--- src/rtl/ccff_loader_pkg.sv ---
// Shared types and constants for the configuration-chain loader.
package ccff_loader_pkg;

  typedef enum logic [1:0] {
    S_IDLE  = 2'd0,
    S_LOAD  = 2'd1,
    S_SHIFT = 2'd2,
    S_DONE  = 2'd3
  } ccff_loader_state_e;

  localparam logic [15:0] CRC_POLY = 16'h1021;
  localparam logic [15:0] CRC_INIT = 16'hFFFF;

  function automatic int bc_width(input int chain_len);
    return $clog2(chain_len + 1);
  endfunction

endpackage

--- src/rtl/ccff_loader_crc16.sv ---
// Bit-serial CRC-16-CCITT, MSB-first update, one bit per enabled cycle.
module ccff_loader_crc16
  import ccff_loader_pkg::*;
(
  input  logic        clk_i,
  input  logic        rst_ni,
  input  logic        clear_i,
  input  logic        en_i,
  input  logic        bit_i,
  output logic [15:0] crc_o
);

  logic [15:0] crc_q, crc_d;

  always_comb begin
    crc_d = crc_q;
    if (clear_i) begin
      crc_d = CRC_INIT;
    end else if (en_i) begin
      crc_d = {crc_q[14:0], 1'b0} ^ ((crc_q[15] ^ bit_i) ? CRC_POLY : 16'h0000);
    end
  end

  always_ff @(posedge clk_i or negedge rst_ni) begin
    if (!rst_ni) crc_q <= CRC_INIT;
    else         crc_q <= crc_d;
  end

  assign crc_o = crc_q;

endmodule

--- src/rtl/ccff_loader.sv ---
// Serialises bitstream words LSB-first onto the config chain head.
// Optional readback CRC of ccff_tail under CCFF_LOADER_READBACK_EN.
module ccff_loader
  import ccff_loader_pkg::*;
#(
  parameter int CHAIN_LEN = 1024,
  parameter int WORD_W    = 32
) (
  input  logic                             prog_clk,
  input  logic                             pReset,
  input  logic                             start,
  input  logic                             abort,
  input  logic [WORD_W-1:0]                word_data,
  input  logic                             word_valid,
  output logic                             word_ready,
  output logic                             ccff_head,
  output logic                             ccff_en,
  input  logic                             ccff_tail,
  output logic                             busy,
  output logic                             done,
  output logic                             aborted,
  output logic [bc_width(CHAIN_LEN)-1:0]   bit_count
`ifdef CCFF_LOADER_READBACK_EN
  ,
  output logic [15:0]                      readback_crc
`endif
);

  localparam int BC_W  = bc_width(CHAIN_LEN);
  localparam int IDX_W = $clog2(WORD_W);
  localparam logic [BC_W-1:0]  LAST_BIT = BC_W'(CHAIN_LEN - 1);
  localparam logic [BC_W-1:0]  FULL_CNT = BC_W'(CHAIN_LEN);
  localparam logic [IDX_W-1:0] LAST_IDX = IDX_W'(WORD_W - 1);

  ccff_loader_state_e state_q;
  logic [WORD_W-1:0]  sreg_q;
  logic [IDX_W-1:0]   idx_q;
  logic [BC_W-1:0]    bit_count_q;
  logic               head_q, en_q, busy_q, done_q, aborted_q;
  logic               last_word, last_chain, accept;

  assign last_word  = (idx_q == LAST_IDX);
  assign last_chain = (bit_count_q == LAST_BIT);
  // Abort masks ready so a concurrent valid word is left with the source.
  assign word_ready = ~abort & ((state_q == S_LOAD) |
                                ((state_q == S_SHIFT) & last_word & ~last_chain));
  assign accept     = word_ready & word_valid;

  always_ff @(posedge prog_clk or negedge pReset) begin
    if (!pReset) begin
      state_q     <= S_IDLE;
      sreg_q      <= '0;
      idx_q       <= '0;
      bit_count_q <= '0;
      head_q      <= 1'b0;
      en_q        <= 1'b0;
      busy_q      <= 1'b0;
      done_q      <= 1'b0;
      aborted_q   <= 1'b0;
    end else begin
      done_q <= 1'b0;
      en_q   <= 1'b0;
      head_q <= 1'b0;
      case (state_q)
        S_IDLE: begin
          if (start) begin
            bit_count_q <= '0;
            aborted_q   <= 1'b0;
            busy_q      <= 1'b1;
            state_q     <= S_LOAD;
          end
        end
        S_LOAD: begin
          if (abort) begin
            state_q   <= S_IDLE;
            busy_q    <= 1'b0;
            aborted_q <= 1'b1;
          end else if (accept) begin
            sreg_q  <= word_data;
            idx_q   <= '0;
            head_q  <= word_data[0];
            en_q    <= 1'b1;
            state_q <= S_SHIFT;
          end
        end
        S_SHIFT: begin
          if (bit_count_q != FULL_CNT) bit_count_q <= bit_count_q + 1'b1;
          if (abort) begin
            state_q   <= S_IDLE;
            busy_q    <= 1'b0;
            aborted_q <= 1'b1;
          end else if (last_chain) begin
            state_q <= S_DONE;
            busy_q  <= 1'b0;
            done_q  <= 1'b1;
          end else if (accept) begin
            sreg_q  <= word_data;
            idx_q   <= '0;
            head_q  <= word_data[0];
            en_q    <= 1'b1;
          end else if (last_word) begin
            state_q <= S_LOAD;
          end else begin
            sreg_q <= {1'b0, sreg_q[WORD_W-1:1]};
            idx_q  <= idx_q + 1'b1;
            head_q <= sreg_q[1];
            en_q   <= 1'b1;
          end
        end
        default: state_q <= S_IDLE;
      endcase
    end
  end

  assign ccff_head = head_q;
  assign ccff_en   = en_q;
  assign busy      = busy_q;
  assign done      = done_q;
  assign aborted   = aborted_q;
  assign bit_count = bit_count_q;

`ifdef CCFF_LOADER_READBACK_EN
  ccff_loader_crc16 u_crc (
    .clk_i   (prog_clk),
    .rst_ni  (pReset),
    .clear_i ((state_q == S_IDLE) & start),
    .en_i    (en_q),
    .bit_i   (ccff_tail),
    .crc_o   (readback_crc)
  );
`else
  logic unused_tail;
  assign unused_tail = ccff_tail;
`endif

endmodule
--- config.mk ---
export PLATFORM = sky130hd
export DESIGN_NAME = ccff_loader
export DESIGN_NICKNAME = d
export VERILOG_FILES = /design/src/rtl/ccff_loader_pkg.sv /design/src/rtl/ccff_loader_crc16.sv /design/src/rtl/ccff_loader.sv
export SDC_FILE = /design/constraint.sdc
export NUM_CORES = 1
export LEC_CHECK = 0
export BUFFER_PORTS_ARGS = -buffer_cell sky130_fd_sc_hd__clkbuf_2
export CAP_MARGIN = 20
export CORE_ASPECT_RATIO = 0.6
export CORE_MARGIN = 2
export CORE_UTILIZATION = 40
export CTS_BUF_LIST = sky130_fd_sc_hd__clkbuf_4 sky130_fd_sc_hd__clkbuf_8 sky130_fd_sc_hd__clkbuf_16
export DETAILED_ROUTE_END_ITERATION = 10
export GPL_TIMING_DRIVEN = 1
export PLACE_DENSITY = 0.59
export SYNTH_ARGS = -nofsm -noshare
export SYNTH_HDL_FRONTEND = slang
export SYNTH_SLANG_ARGS = --single-unit
export TNS_END_PERCENT = 50
--- constraint.sdc ---
create_clock -name prog_clk -period 3 [get_ports prog_clk]
set_input_delay 0.6 -clock prog_clk [delete_from_list [all_inputs] [get_ports prog_clk]]
set_output_delay 0.6 -clock prog_clk [all_outputs]
set_load 0.02 [all_outputs]
Word-level counts from Yosys, hierarchy flattened
Cells that the tools add are included.

storage, ports and cells
  register bits after elaboration = 55
  bits of input ports = 38
  word-level logic and storage cells = 97
  output and inout bits = 17

cells by class
  reductions and logical operators = 11
  equal/unequal tests = 18
  mux-type cells = 50
  bitwise gates (word level) = 7
  add/sub/neg operators = 2

operator list
  kind                   number
  $mux 32                6
  $pmux 32 s2            1
  $mux 5                 6
  $mux 11                2
  $pmux 11 s2            1
  $mux 1                 21
  $mux 2                 7
  $ne 2x2->1 const B     6
  $add 11x1->11 const B  1
  $eq 11x10->1 const B   1
  $ne 11x11->1 const B   1
  $pmux 5 s2             1
  $ne 3x3->1 const B     3
  $ne 4x4->1 const B     2
  $reduce_and 4->1       2
  $pmux 1 s2             3
  $pmux 2 s3             1
  $reduce_and 3->1       2
  $reduce_and 6->1       1
  $reduce_bool 2->1      3
  $add 5x1->5 const B    1
  $eq 5x5->1 const B     1
  $and 1x1->1            4
  $ne 2x1->1 const B     2
  8 further kinds        9

Longest topological paths before layout
  depth in word-level cells = 10
  gate-level depth with buffers = 9
  mapped depth without buffers = 8

Worst setup path before layout
OpenSTA, ideal clock, no wires.

  path type = register to output
  from = reg bit_count_q[0], in the netlist bit_count[0]
  to = out word_ready
  data arrival time = 1.789 ns
  data required time = 2.400 ns
  stages on the path, launching flop included = 7
  path slack = 0.611 ns
  path through = dfrtp_1 -> ha_1 -> nand2_2 -> or4_1 -> buf_2 -> nand2_1 -> o21ai_0

on the way
  longest elaborated chain between the ends = 5

RTL lines
  element                   RTL line           text
  start: declaration        ccff_loader.sv:38  logic [BC_W-1:0] bit_count_q;
  start signal: assignment  ccff_loader.sv:87  if (bit_count_q != FULL_CNT) bit_count_q <= bit_count_q + 1'b1;
  $eq 11x10->1              ccff_loader.sv:43  assign last_chain = (bit_count_q == LAST_BIT);
  $not 1->1                 ccff_loader.sv:46  ((state_q == S_SHIFT) & last_word & ~last_chain));
  $and 1x1->1               ccff_loader.sv:46
  $or 1x1->1                ccff_loader.sv:45  assign word_ready = ~abort & ((state_q == S_LOAD) |
  $and 1x1->1               ccff_loader.sv:45
  end: declaration          ccff_loader.sv:15  output logic word_ready,

No other way between the ends.

Worst setup path in the final report
Ends and elaborated chain as after synthesis.

==> key figures <==
Routing
  • Met3 wire len: 293 um
  • Routed Antenna Nets: 0
  • Final wirelength: roughly 6.6 mm
  • Via density: around 5.4
  • Metal-1 WL: 3.55 mm
  • Vias: between 2000 and 2500
  • DRT Pass-1 Iters: 4
  • Avg WL per Cell: 14.4 um
  • Met2 WL post-DR: roughly 2.7 mm
  • 1st-iter DRT viols: ~240
  • # DRC: 0
  • Uppermost layer routed: met4

Power and ir drop
  • Power Density: slightly below 800 nW/um^2
  • Worst VDD drop: 366 uV
  • Lkg Pwr: 1.45 nW
  • Total power: roughly 2.6 mW

Timing
  • RSZ-0062 raised after global routing: false
  • Hold Vio Cnt, Final: 0
  • Worst Skew: around 4.2 ps
  • Peak Freq: around 370 MHz
  • Worst-margin pin slew: 951 ps
  • Final setup fails: 0
  • Hold WS: 282 ps
  • Tmin final: around 2700 ps
  • Max-slew headroom: 36.3%
  • Sum of negative setup slack: 0 ps
  • Slew Limit Fails: 0
  • Tcrit/Tclk final: 89.7%

Finish
  • Cell Count, Final, Fillers Out: 461
  • Final Cell Area: ~3400 sq um
  • Synth-to-Final Area Change: 18.9%
  • Ant diodes: 0
  • Final net count: between 400 and 500
  • Share of cells above drive strength 1: a little over a fifth

Floorplan
  • Chip Height: between 60 and 70 um
  • Starting Density: about two fifths
  • Die X: approximately 110 um
  • Row count: 23
  • Core footprint: just under 7000 sq um
  • I/O pin count: 55
  • DIE AREA: 7790 sq um

Clock tree
  • CTS buffer count: 5
  • CTS tree: built
  • CTS clk-pin slew, worst paths: 70 ps
  • Clk Latency, worst-skew pair: 290 ps
  • Longest Clk Path Bufs: 2
  • CTS H-tree depth: 2
  • # hold bufs at CTS: 0
  • Postcts setup bufs: 0
  • CTS root buf: clkbuf_16
  • CTS resizes: 0
  • Sink Count: 54

Critical path
  • Reg2reg path depth: 8
  • WP buf/inv: 1
  • Top cell family by delay on the critical path: simple AND/OR/NAND/NOR gates
  • Crit path arrival time: about 2100 ps
  • Maximum fanout along the worst path: 7
  • Worst Path Required: 2400 ps
  • Crit-path cells: ha_1, nand2_2, or4_1, nand2_1, o21ai_0, clkbuf_2
  • Slowest-stage cell, CP: or4_1
  • Max incr delay on CP: between 500 and 600 ps
  • Crit path capture type: primary output
  • WS Path Type: reg -> out
  • Critical path depth: 6
  • CP startpoint kind: register

Global route
  • GRT overflow: 0
  • GRT Total Usage: between 10% and 20%
  • First-pass GRT wire length: ~11 mm
  • Initial antenna violation count: 0
  • Largest net degree at the start of global routing: 45
  • Vias in the first global route: 2235

Place
  • Port Buffers: 53
  • Placed instance area: roughly 3200 sq um
  • RePlAce Congestion: ~0.82
  • Post-DP HPWL: between 4 and 5 mm
  • Dpl cells: 453

Logic synthesis
  • Number of synthesized flops with an enable pin: 0
  • Mean post-synth cell area: around 8.8 sq um
  • Cell Area, Synth: approximately 2800 sq um
  • Mapped Cells: about 320
  • Yosys top cell by area: dfrtp_1
  • Yosys Warn Count: 0
  • Top cells by area, synth: dfrtp_1, o21ai_0, a31oi_1
  • Cell with the most instances after synthesis: dfrtp_1
  • Async set or reset register ratio after synthesis: 100%
  • Register area share after synthesis: a little under half
  • Most used DFF post-synth: dfrtp_1
  • Post-synth top cells: dfrtp_1, o21ai_0, nor2_1, nand2_1, a31oi_1
  • Post-synth net total: between 300 and 400
  • #FFs+latches synth: 54
  • Synth unique cells: between 40 and 50
  • Share of the synthesized area in the top cell type: approximately 48%

Run status
  • Status: finished, final reports clean

Worst hold path
  • HP Class: in -> async

Run
  • Maxcap violations: 0
==> path summary, 6_finish.rpt <==
path                               from            to  slack (ps)
min in group prog_clk          idx_q[0]      idx_q[0]         510
hold reg to reg                idx_q[0]      idx_q[0]         510
setup / recovery           bit_count[0]    word_ready         310
hold / removal                   pReset  bit_count[0]         280
max in group asynchronous        pReset    sreg_q[18]        2300
setup reg to reg           bit_count[0]     sreg_q[2]         640
==> where the power goes <==
| group | switching, mW | internal (mW) |
|---|---|---|
| clock | 0.251 | 0.341 |
| sequential | 0.146 | 0.981 |
| combinational | 0.544 | 0.366 |
==> per-stage QoR <==
stage                     worst slack (ps)  utilization, %
after global routing                   158            49.8
after CTS                              316            49.8
after floorplan                        611               -
after detailed placement               639            47.5
final                                  310            49.8
after global placement                 656            47.5
==> area by class of cell <==
cell class	instances	area, sq um
fill	633	3400
multi-input combinational	239	1360
sequential	54	1350
timing repair buffer	64	360
clock buffer	7	146
tap	87	109
inverter	9	33.8
clock inverter	1	5.00
==> cells in the final DEF, fill, tap and decap left out, drive strengths merged, types with 2 or more instances in the layout <==
cell type  netlist  routed
a31oi           33      33
nand3           13      13
mux2i            3       3
and3             2       2
nand4            2       2
and2             2       2
inv              9       9
nand2           39      39
nand2b           8       8
nor2b            3       3
dfrtp           54      54
nor4             2       2
nor3             2       2
a22o             3       3
ha               8       8
o41ai            2       2
o31ai            5       5
nor2            42      42
a21oi            3       3
o21ai           53      53
buf              5      11
clkbuf          16      60
==> state kept, by name (all words and copies together), names as in the netlist <==
name	cells
sreg_q	31
done	1
aborted	1
ccff_head	1
state_q	2
busy	1
idx_q	5
ccff_en	1
bit_count	11
==> cell families (layout without fill, tap and decap cells) <==
kind of cell	after synthesis	after routing	synth area share, %
flops	54	54	47.7
fa+ha+maj	8	8	3.54
mux	4	4	1.46
simple gates	119	119	19.3
buf+inv	30	81	4.90
compound gates	108	108	23.1
==> worst reg2reg max path, delay by kind of cell, from the launching register on <==
kind	cells	cell delay [ps]
AND/OR/NAND/NOR	3	770
buffers and inverters	2	450
flip-flops	1	450
adder cells (fa/ha/maj)	1	270
AO/OA/AOI/OAI	2	330
==> per-layer routing <==
metal	up-vias	track usage (%)
li1	1246	-
met1	1187	29.2
met2	57	23.7
met3	4	3.67
met4	0	3.25
met5	-	0
Power figures use the tool's default switching activity.
